==> config.mk <==
export PLATFORM = sky130hd
export DESIGN_NAME = fetch_sequencer
export DESIGN_NICKNAME = d
export VERILOG_FILES = /design/src/rtl/fetch_sequencer.sv
export SDC_FILE = /design/constraint.sdc
export NUM_CORES = 1
export LEC_CHECK = 0
export ABC_AREA = 1
export BUFFER_PORTS_ARGS = -buffer_cell sky130_fd_sc_hd__buf_2
export CAP_MARGIN = 20
export CELL_PAD_IN_SITES_DETAIL_PLACEMENT = 0
export CELL_PAD_IN_SITES_GLOBAL_PLACEMENT = 1
export CORE_MARGIN = 8
export CORE_UTILIZATION = 30
export DETAILED_ROUTE_END_ITERATION = 7
export PLACE_DENSITY_LB_ADDON = 0.15
export SLEW_MARGIN = 20
export SYNTH_ARGS = -nofsm -noshare
export SYNTH_HDL_FRONTEND = slang
export SYNTH_SLANG_ARGS = --single-unit
export TNS_END_PERCENT = 30
==> constraint.sdc <==
create_clock -name clk -period 1.4 [get_ports clk]
set_input_delay 0.21 -clock clk [delete_from_list [all_inputs] [get_ports clk]]
set_output_delay 0.21 -clock clk [all_outputs]
set_load 0.05 [all_outputs]
==> src/rtl/fetch_sequencer.sv <==
// fetch_sequencer: sequences fetch-buffer slot overrides for multi-slot
// instructions (CALL, RET, RTI, LDM) and hardware interrupt entry, and
// holds the PC while stack micro-instructions are injected.
// Optional feature macro: FETCH_SEQ_INT_EN enables the interrupt entry
// sequence, the pending flag, pc_load_vec and int_ack. Without it int_req
// is ignored and pc_load_vec/int_ack stay 0.
// All outputs are registered; decode happens on the edge that enters the
// sequence, so the first override slot appears one cycle after the trigger.

module fetch_sequencer #(
    parameter int unsigned          OPCODE_W = 5,
    parameter logic [OPCODE_W-1:0]  CALL_OP  = 5'b11000,
    parameter logic [OPCODE_W-1:0]  RET_OP   = 5'b11001,
    parameter logic [OPCODE_W-1:0]  RTI_OP   = 5'b11010,
    parameter logic [OPCODE_W-1:0]  LDM_OP   = 5'b01100
) (
    input  logic                 clk,
    input  logic                 rst,
    input  logic                 instr_valid,
    input  logic [OPCODE_W-1:0]  instr_opcode,
    input  logic                 int_req,
    output logic [2:0]           slot_sel,
    output logic                 pc_hold,
    output logic                 pc_load_vec,
    output logic                 int_ack,
    output logic                 busy
);

    // Fetch-buffer override encodings
    localparam logic [2:0] SLOT_PASS       = 3'd0;
    localparam logic [2:0] SLOT_NOP        = 3'd1;
    localparam logic [2:0] SLOT_NOP_IMM    = 3'd2;
    localparam logic [2:0] SLOT_PUSH_PC_HI = 3'd3;
    localparam logic [2:0] SLOT_PUSH_PC_LO = 3'd4;
    localparam logic [2:0] SLOT_PUSH_FLAGS = 3'd5;
    localparam logic [2:0] SLOT_POP_PC_LO  = 3'd6;
    localparam logic [2:0] SLOT_POP_FLAGS  = 3'd7;

    // One state per override slot; each state's outputs are the slot it names.
    typedef enum logic [3:0] {
        ST_IDLE      = 4'd0,
        ST_CALL      = 4'd1,
        ST_RET_POP   = 4'd2,
        ST_RET_NOP   = 4'd3,
        ST_RTI_POPPC = 4'd4,
        ST_RTI_POPFL = 4'd5,
        ST_RTI_NOP   = 4'd6,
        ST_LDM       = 4'd7
`ifdef FETCH_SEQ_INT_EN
        ,
        ST_INT_FLAGS = 4'd8,
        ST_INT_PCL   = 4'd9,
        ST_INT_PCH   = 4'd10,
        ST_INT_NOP   = 4'd11
`endif
    } state_t;

    // Registered output bundle derived from a state
    typedef struct packed {
        logic [2:0] slot;
        logic       hold;
        logic       vec;
        logic       ack;
        logic       busy;
    } outs_t;

    // Map a state to the outputs presented during that state's cycle
    function automatic outs_t state_outs(input state_t st);
        outs_t o;
        o = '{slot: SLOT_PASS, hold: 1'b0, vec: 1'b0, ack: 1'b0, busy: 1'b1};
        case (st)
            ST_IDLE:      o.busy = 1'b0;
            ST_CALL:      begin o.slot = SLOT_PUSH_PC_HI; o.hold = 1'b1; end
            ST_RET_POP:   begin o.slot = SLOT_POP_PC_LO;  o.hold = 1'b1; end
            ST_RET_NOP:   begin o.slot = SLOT_NOP;        o.hold = 1'b1; end
            ST_RTI_POPPC: begin o.slot = SLOT_POP_PC_LO;  o.hold = 1'b1; end
            ST_RTI_POPFL: begin o.slot = SLOT_POP_FLAGS;  o.hold = 1'b1; end
            ST_RTI_NOP:   begin o.slot = SLOT_NOP;        o.hold = 1'b1; end
            // Immediate word must still be fetched, so the PC keeps moving
            ST_LDM:       o.slot = SLOT_NOP_IMM;
`ifdef FETCH_SEQ_INT_EN
            ST_INT_FLAGS: begin o.slot = SLOT_PUSH_FLAGS; o.hold = 1'b1; end
            ST_INT_PCL:   begin o.slot = SLOT_PUSH_PC_LO; o.hold = 1'b1; end
            ST_INT_PCH:   begin o.slot = SLOT_PUSH_PC_HI; o.hold = 1'b1; end
            // PC is redirected to the vector here, so it is not held
            ST_INT_NOP:   begin o.slot = SLOT_NOP; o.vec = 1'b1; o.ack = 1'b1; end
`endif
            default:      o = '{slot: SLOT_PASS, hold: 1'b0, vec: 1'b0, ack: 1'b0, busy: 1'b0};
        endcase
        return o;
    endfunction

    // Decode an instruction trigger into the first state of its sequence
    function automatic state_t decode_instr(input logic valid, input logic [OPCODE_W-1:0] op);
        state_t st;
        st = ST_IDLE;
        if (valid) begin
            if (op == CALL_OP) begin
                st = ST_CALL;
            end else if (op == RET_OP) begin
                st = ST_RET_POP;
            end else if (op == RTI_OP) begin
                st = ST_RTI_POPPC;
            end else if (op == LDM_OP) begin
                st = ST_LDM;
            end else begin
                st = ST_IDLE;
            end
        end else begin
            st = ST_IDLE;
        end
        return st;
    endfunction

    state_t state_r;
    state_t state_next_s;
    logic   free_s;       // current cycle is IDLE or the last slot of a sequence
    outs_t  outs_next_s;

`ifdef FETCH_SEQ_INT_EN
    logic pending_r;
    logic pending_next_s;
    logic int_go_s;

    // Interrupt wants service; a pending flag about to be cleared by the
    // completing entry must not launch a second entry
    always_comb begin
        int_go_s = 1'b0;
        if (state_r == ST_INT_NOP) begin
            int_go_s = int_req;
        end else begin
            int_go_s = int_req | pending_r;
        end
    end

    // Pending accumulates requests (merged, no count) until entry completes
    always_comb begin
        pending_next_s = pending_r;
        if (state_r == ST_INT_NOP) begin
            pending_next_s = 1'b0;
        end else begin
            pending_next_s = pending_r | int_req;
        end
    end
`else
    logic unused_int_req_s;
    assign unused_int_req_s = int_req;
`endif

    // Next-state logic: chain through multi-slot sequences, decode new
    // triggers on IDLE or on the last slot so sequences can run back-to-back
    always_comb begin
        state_next_s = state_r;
        free_s       = 1'b0;
        case (state_r)
            ST_IDLE:      free_s = 1'b1;
            ST_CALL:      free_s = 1'b1;
            ST_RET_POP:   state_next_s = ST_RET_NOP;
            ST_RET_NOP:   free_s = 1'b1;
            ST_RTI_POPPC: state_next_s = ST_RTI_POPFL;
            ST_RTI_POPFL: state_next_s = ST_RTI_NOP;
            ST_RTI_NOP:   free_s = 1'b1;
            ST_LDM:       free_s = 1'b1;
`ifdef FETCH_SEQ_INT_EN
            ST_INT_FLAGS: state_next_s = ST_INT_PCL;
            ST_INT_PCL:   state_next_s = ST_INT_PCH;
            ST_INT_PCH:   state_next_s = ST_INT_NOP;
            ST_INT_NOP:   free_s = 1'b1;
`endif
            default:      state_next_s = ST_IDLE;
        endcase

        if (free_s) begin
            state_next_s = decode_instr(instr_valid, instr_opcode);
`ifdef FETCH_SEQ_INT_EN
            // Instructions win; the interrupt waits in pending
            if ((state_next_s == ST_IDLE) && int_go_s) begin
                state_next_s = ST_INT_FLAGS;
            end else begin
                state_next_s = state_next_s;
            end
`endif
        end else begin
            state_next_s = state_next_s;
        end
    end

    // Outputs for the coming cycle are decoded from the next state
    always_comb begin
        outs_next_s = state_outs(state_next_s);
    end

    // State and output registers with synchronous reset
    always_ff @(posedge clk) begin
        if (rst) begin
            state_r  <= ST_IDLE;
            slot_sel <= SLOT_PASS;
            pc_hold  <= 1'b0;
            busy     <= 1'b0;
        end else begin
            state_r  <= state_next_s;
            slot_sel <= outs_next_s.slot;
            pc_hold  <= outs_next_s.hold;
            busy     <= outs_next_s.busy;
        end
    end

`ifdef FETCH_SEQ_INT_EN
    // Interrupt bookkeeping registers with synchronous reset
    always_ff @(posedge clk) begin
        if (rst) begin
            pending_r   <= 1'b0;
            pc_load_vec <= 1'b0;
            int_ack     <= 1'b0;
        end else begin
            pending_r   <= pending_next_s;
            pc_load_vec <= outs_next_s.vec;
            int_ack     <= outs_next_s.ack;
        end
    end
`else
    logic unused_outs_s;
    assign unused_outs_s = outs_next_s.vec | outs_next_s.ack;
    assign pc_load_vec   = 1'b0;
    assign int_ack       = 1'b0;
`endif

endmodule

==> results.txt <==
The overall track demand over capacity in global routing is 0.0650. IR analysis of the VDD net gives a maximum drop of ~0.54 mV. The maximum frequency from static timing analysis came out at roughly 810 MHz.

The routed via count divided by cell count is roughly 4. The setup path with the least slack is of type flip-flop to flip-flop. The signal on the critical path passes through inv_1 > nand2_2 > nand2_1 > inv_2 > nand3_1 > nand2_2 > inv_2 > nand3_1 > nand3_1 > nand2_1 > inv_1. The total chip power came out at ~0.53 mW. The cell depth of the worst hold path is 2. Setup repair after global routing left no endpoint under its margin.

The worst-case register-to-register setup slack came out at around 0.17 ns. Counting along the longest clock path gives a buffer depth of 2. In the final routed layout, each cell accounts on average for a little over 8 um. The portion of the post-synthesis area used by sequential elements came out at 0.361. The worst register-to-register path begins at state_r[1]. The number of clock buffers inserted by TritonCTS is 3. Measured on the finished design, the core utilization comes to 0.370. Buffers placed on the I/O ports in this run total 12.

The dominant register cell in the synthesized netlist is dfxtp_1. The final net count is 95. The height of the die came out at about 54 um. STA classifies the critical path endpoint as a flip-flop. The largest individual stage delay along the critical path comes from the cell dfxtp_1. The static leakage is 0.314 nW.

The hold path endpoint is slot_sel[2]. The number of sinks on the clock net is 8. After floorplanning, the core was divided into 14 placement rows. Once placement finished, the instance area stood at a little over 500 sq um. After synthesis the cells add up to about 440 sq um. The total count of hold-check failures in the final report was 0. The effective utilization at floorplan came out at 0.306. The area growth from synthesis to layout came out at 21.1%. The cell count of the worst reg-to-reg path is 11. The share of final-layout standard cells stronger than drive strength 1 came out at 0.345. The Yosys step of the flow raised 0 warnings. The tree is rooted in a clkbuf_4.

The maximum number of pins on one net before global-route repair is 6. The tightest min-delay check is of the input pin to flip-flop type. The flow ran to the end, and the final reports show no timing, DRC or antenna violations. Counting I/O delays and the setup requirement, the final critical path takes 1.23 ns. The total non-filler cell area in the finished layout is 538 sq um. On the final layout, the worst clock skew is around 0.0035 ns. The flop and latch count out of synthesis came out at 8. The count of distinct cell types in the synthesized netlist is 13.

Summed over all instances, the cell type with the most area after synthesis is dfxtp_1. The required time of the critical path is 1.55 ns. The first-pass iteration count of the detailed router came out at 2.

The final wirelength came out at slightly above 800 um. The endpoint identified for the worst register-to-register timing path is slot_sel[1]. The total half-perimeter wirelength after legalization and detailed placement came out at ~700 um. The routed layout has ~390 vias. By instance count, the leading cell after synthesis is nand2_1.

Setup violations remaining at the end of the flow were counted as 0. TritonCTS built the clock tree. For this run the aggregate overflow at the end of global routing stands at 0. The first global-routing pass estimated roughly 1500 um of wire. The final clock period utilization by the worst path came out at 0.877. After detailed routing, the number of remaining DRC violations is 0. The clock-pin slew of the registers on the worst-case setup and hold paths came out at about 0.050 ns. The number of max-cap violations is 0.

The detailed router's first-iteration violation count came out at 1. In this run the most critical hold path is launched from rst. The highest fanout seen on the critical path came out at 5. Ranked by total cell area, the synthesized netlist is headed by dfxtp_1 (36%), nand2_1 (15%), inv_1 (10%), nand2_2 (9.9%), nand3_1 (7.9%). The power per cell area came out at ~990 nW/um^2. The later-pin clock latency in the skew report is approximately 0.25 ns.

Counting flops with a built-in enable in the synthesized netlist gives 0. The area share of the leading cell type in the synthesized netlist came out at 0.361. The number of standard cells after synthesis came out at 70. The fraction of registers with async set/reset came out at 0. The maximum level of the CTS H-tree is 1.

The number of antenna violations at the first check in global routing is 0. The count of final max-slew check failures came to 0. The I/O pin total came out at 16. The core box area is ~1500 sq um. The antenna cell count came out at 0.

The data arrival at the endpoint of the critical path came out at roughly 1.4 ns. In this run the horizontal extent of the chip is around 54 um. In this run the worst setup path begins at state_r[1].

Counting stages on the worst path, the most repeated cell is nand3_1. After synthesis, the most frequently instantiated cells are nand2_1 (18), inv_1 (12), dfxtp_1 (8). In this run the remaining antenna-violating nets after routing total 0. The mean instance size in the synthesized netlist came out at between 6 and 7 sq um. The delay of the slowest cell on the worst path came out at 0.32 ns. The overall die area is 2970 sq um. The tightest hold path in the finished design has a slack of roughly 0.17 ns. The startpoint kind of the worst setup timing path is a flip-flop. The via count of the first global-routing pass is between 300 and 400. Summed over all failing endpoints, the final setup total negative slack is 0 ns.

The routability congestion estimate from global placement came out at approximately 0.69.
## critical path, delay by kind of cell (launching register included)
kind,cells,cell delay (ns)
simple gates,7,0.61
buf+inv,4,0.21
flops,1,0.32
## flip-flops by register name (all words and copies together) (netlist names)
register / flops
slot_sel: 3
state_r: 3
busy: 1
pc_hold: 1
## kinds of logic after synthesis
group | synth area share
and+or+nand+nor | 0.442
buffers and inverters | 0.161
DFF | 0.361
AOI/OAI and AO/OA | 0.0282
other | 0.00844
## how the worst max path moves through the flow
| stage | end | depth (start not counted) |
|---|---|---|
| after floorplan | slot_sel[1] | 11 |
| after global placement | slot_sel[1] | 11 |
| after detailed placement | slot_sel[1] | 11 |
| after CTS | slot_sel[1] | 11 |
| after global routing | slot_sel[1] | 11 |
| final | slot_sel[1] | 11 |
## per-layer routing
metal / GRT usage / wire [um] / vias to the layer above / part of all wire
met2: 0.107 / 393 / 4 / 0.48
met1: 0.0749 / 397 / 156 / 0.49
met5: 0 / 0 / - / 0
met4: 0.0246 / 14 / 0 / 0.017
met3: 0.0245 / 12 / 2 / 0.015
li1: - / - / 230 / -
## final cells by class
cell class	count	area, sq um
fillers	174	916
multi-input cells	46	219
flip-flops and latches	8	160
repair buffers	12	60.1
inverters	15	56.3
clock buffers	3	22.5
well taps	16	20.0
## per-stage QoR
step                      cells  setup slack, ns
after CTS                   100            0.154
after global routing        100          0.00771
after global placement       97            0.109
after detailed placement     97            0.113
after floorplan              71            0.271
final                       100            0.172
## power by group
group | leakage (nW) | internal [mW] | total (mW) | switching [mW]
clock | 0.0138 | 0.0975 | 0.167 | 0.0699
sequential | 0.0650 | 0.239 | 0.242 | 0.00270
combinational | 0.235 | 0.0321 | 0.120 | 0.0883
## repair_timing
action | 4_1_cts | 5_1_grt
endpoints found under the setup margin | 0 | 1
hold buffers | 0 | 0
resized for setup | 0 | 1
setup buffers | 0 | 0
hold endpoints to repair | 0 | 0
## cells in the final DEF (no fill, tap or decap)
cell type / synthesis / final
nor2_1: 7 / 7
nand2_1: 18 / 17
nand2_4: 1 / 1
nand3_1: 7 / 7
a21oi_1: 1 / 1
buf_2: 0 / 12
conb_1: 1 / 2
nor2_2: 2 / 2
dfxtp_1: 8 / 8
o21a_1: 1 / 1
clkbuf_4: 0 / 3
inv_1: 12 / 12
inv_2: 3 / 3
nand2_2: 7 / 8
Power figures use the tool's default switching activity.
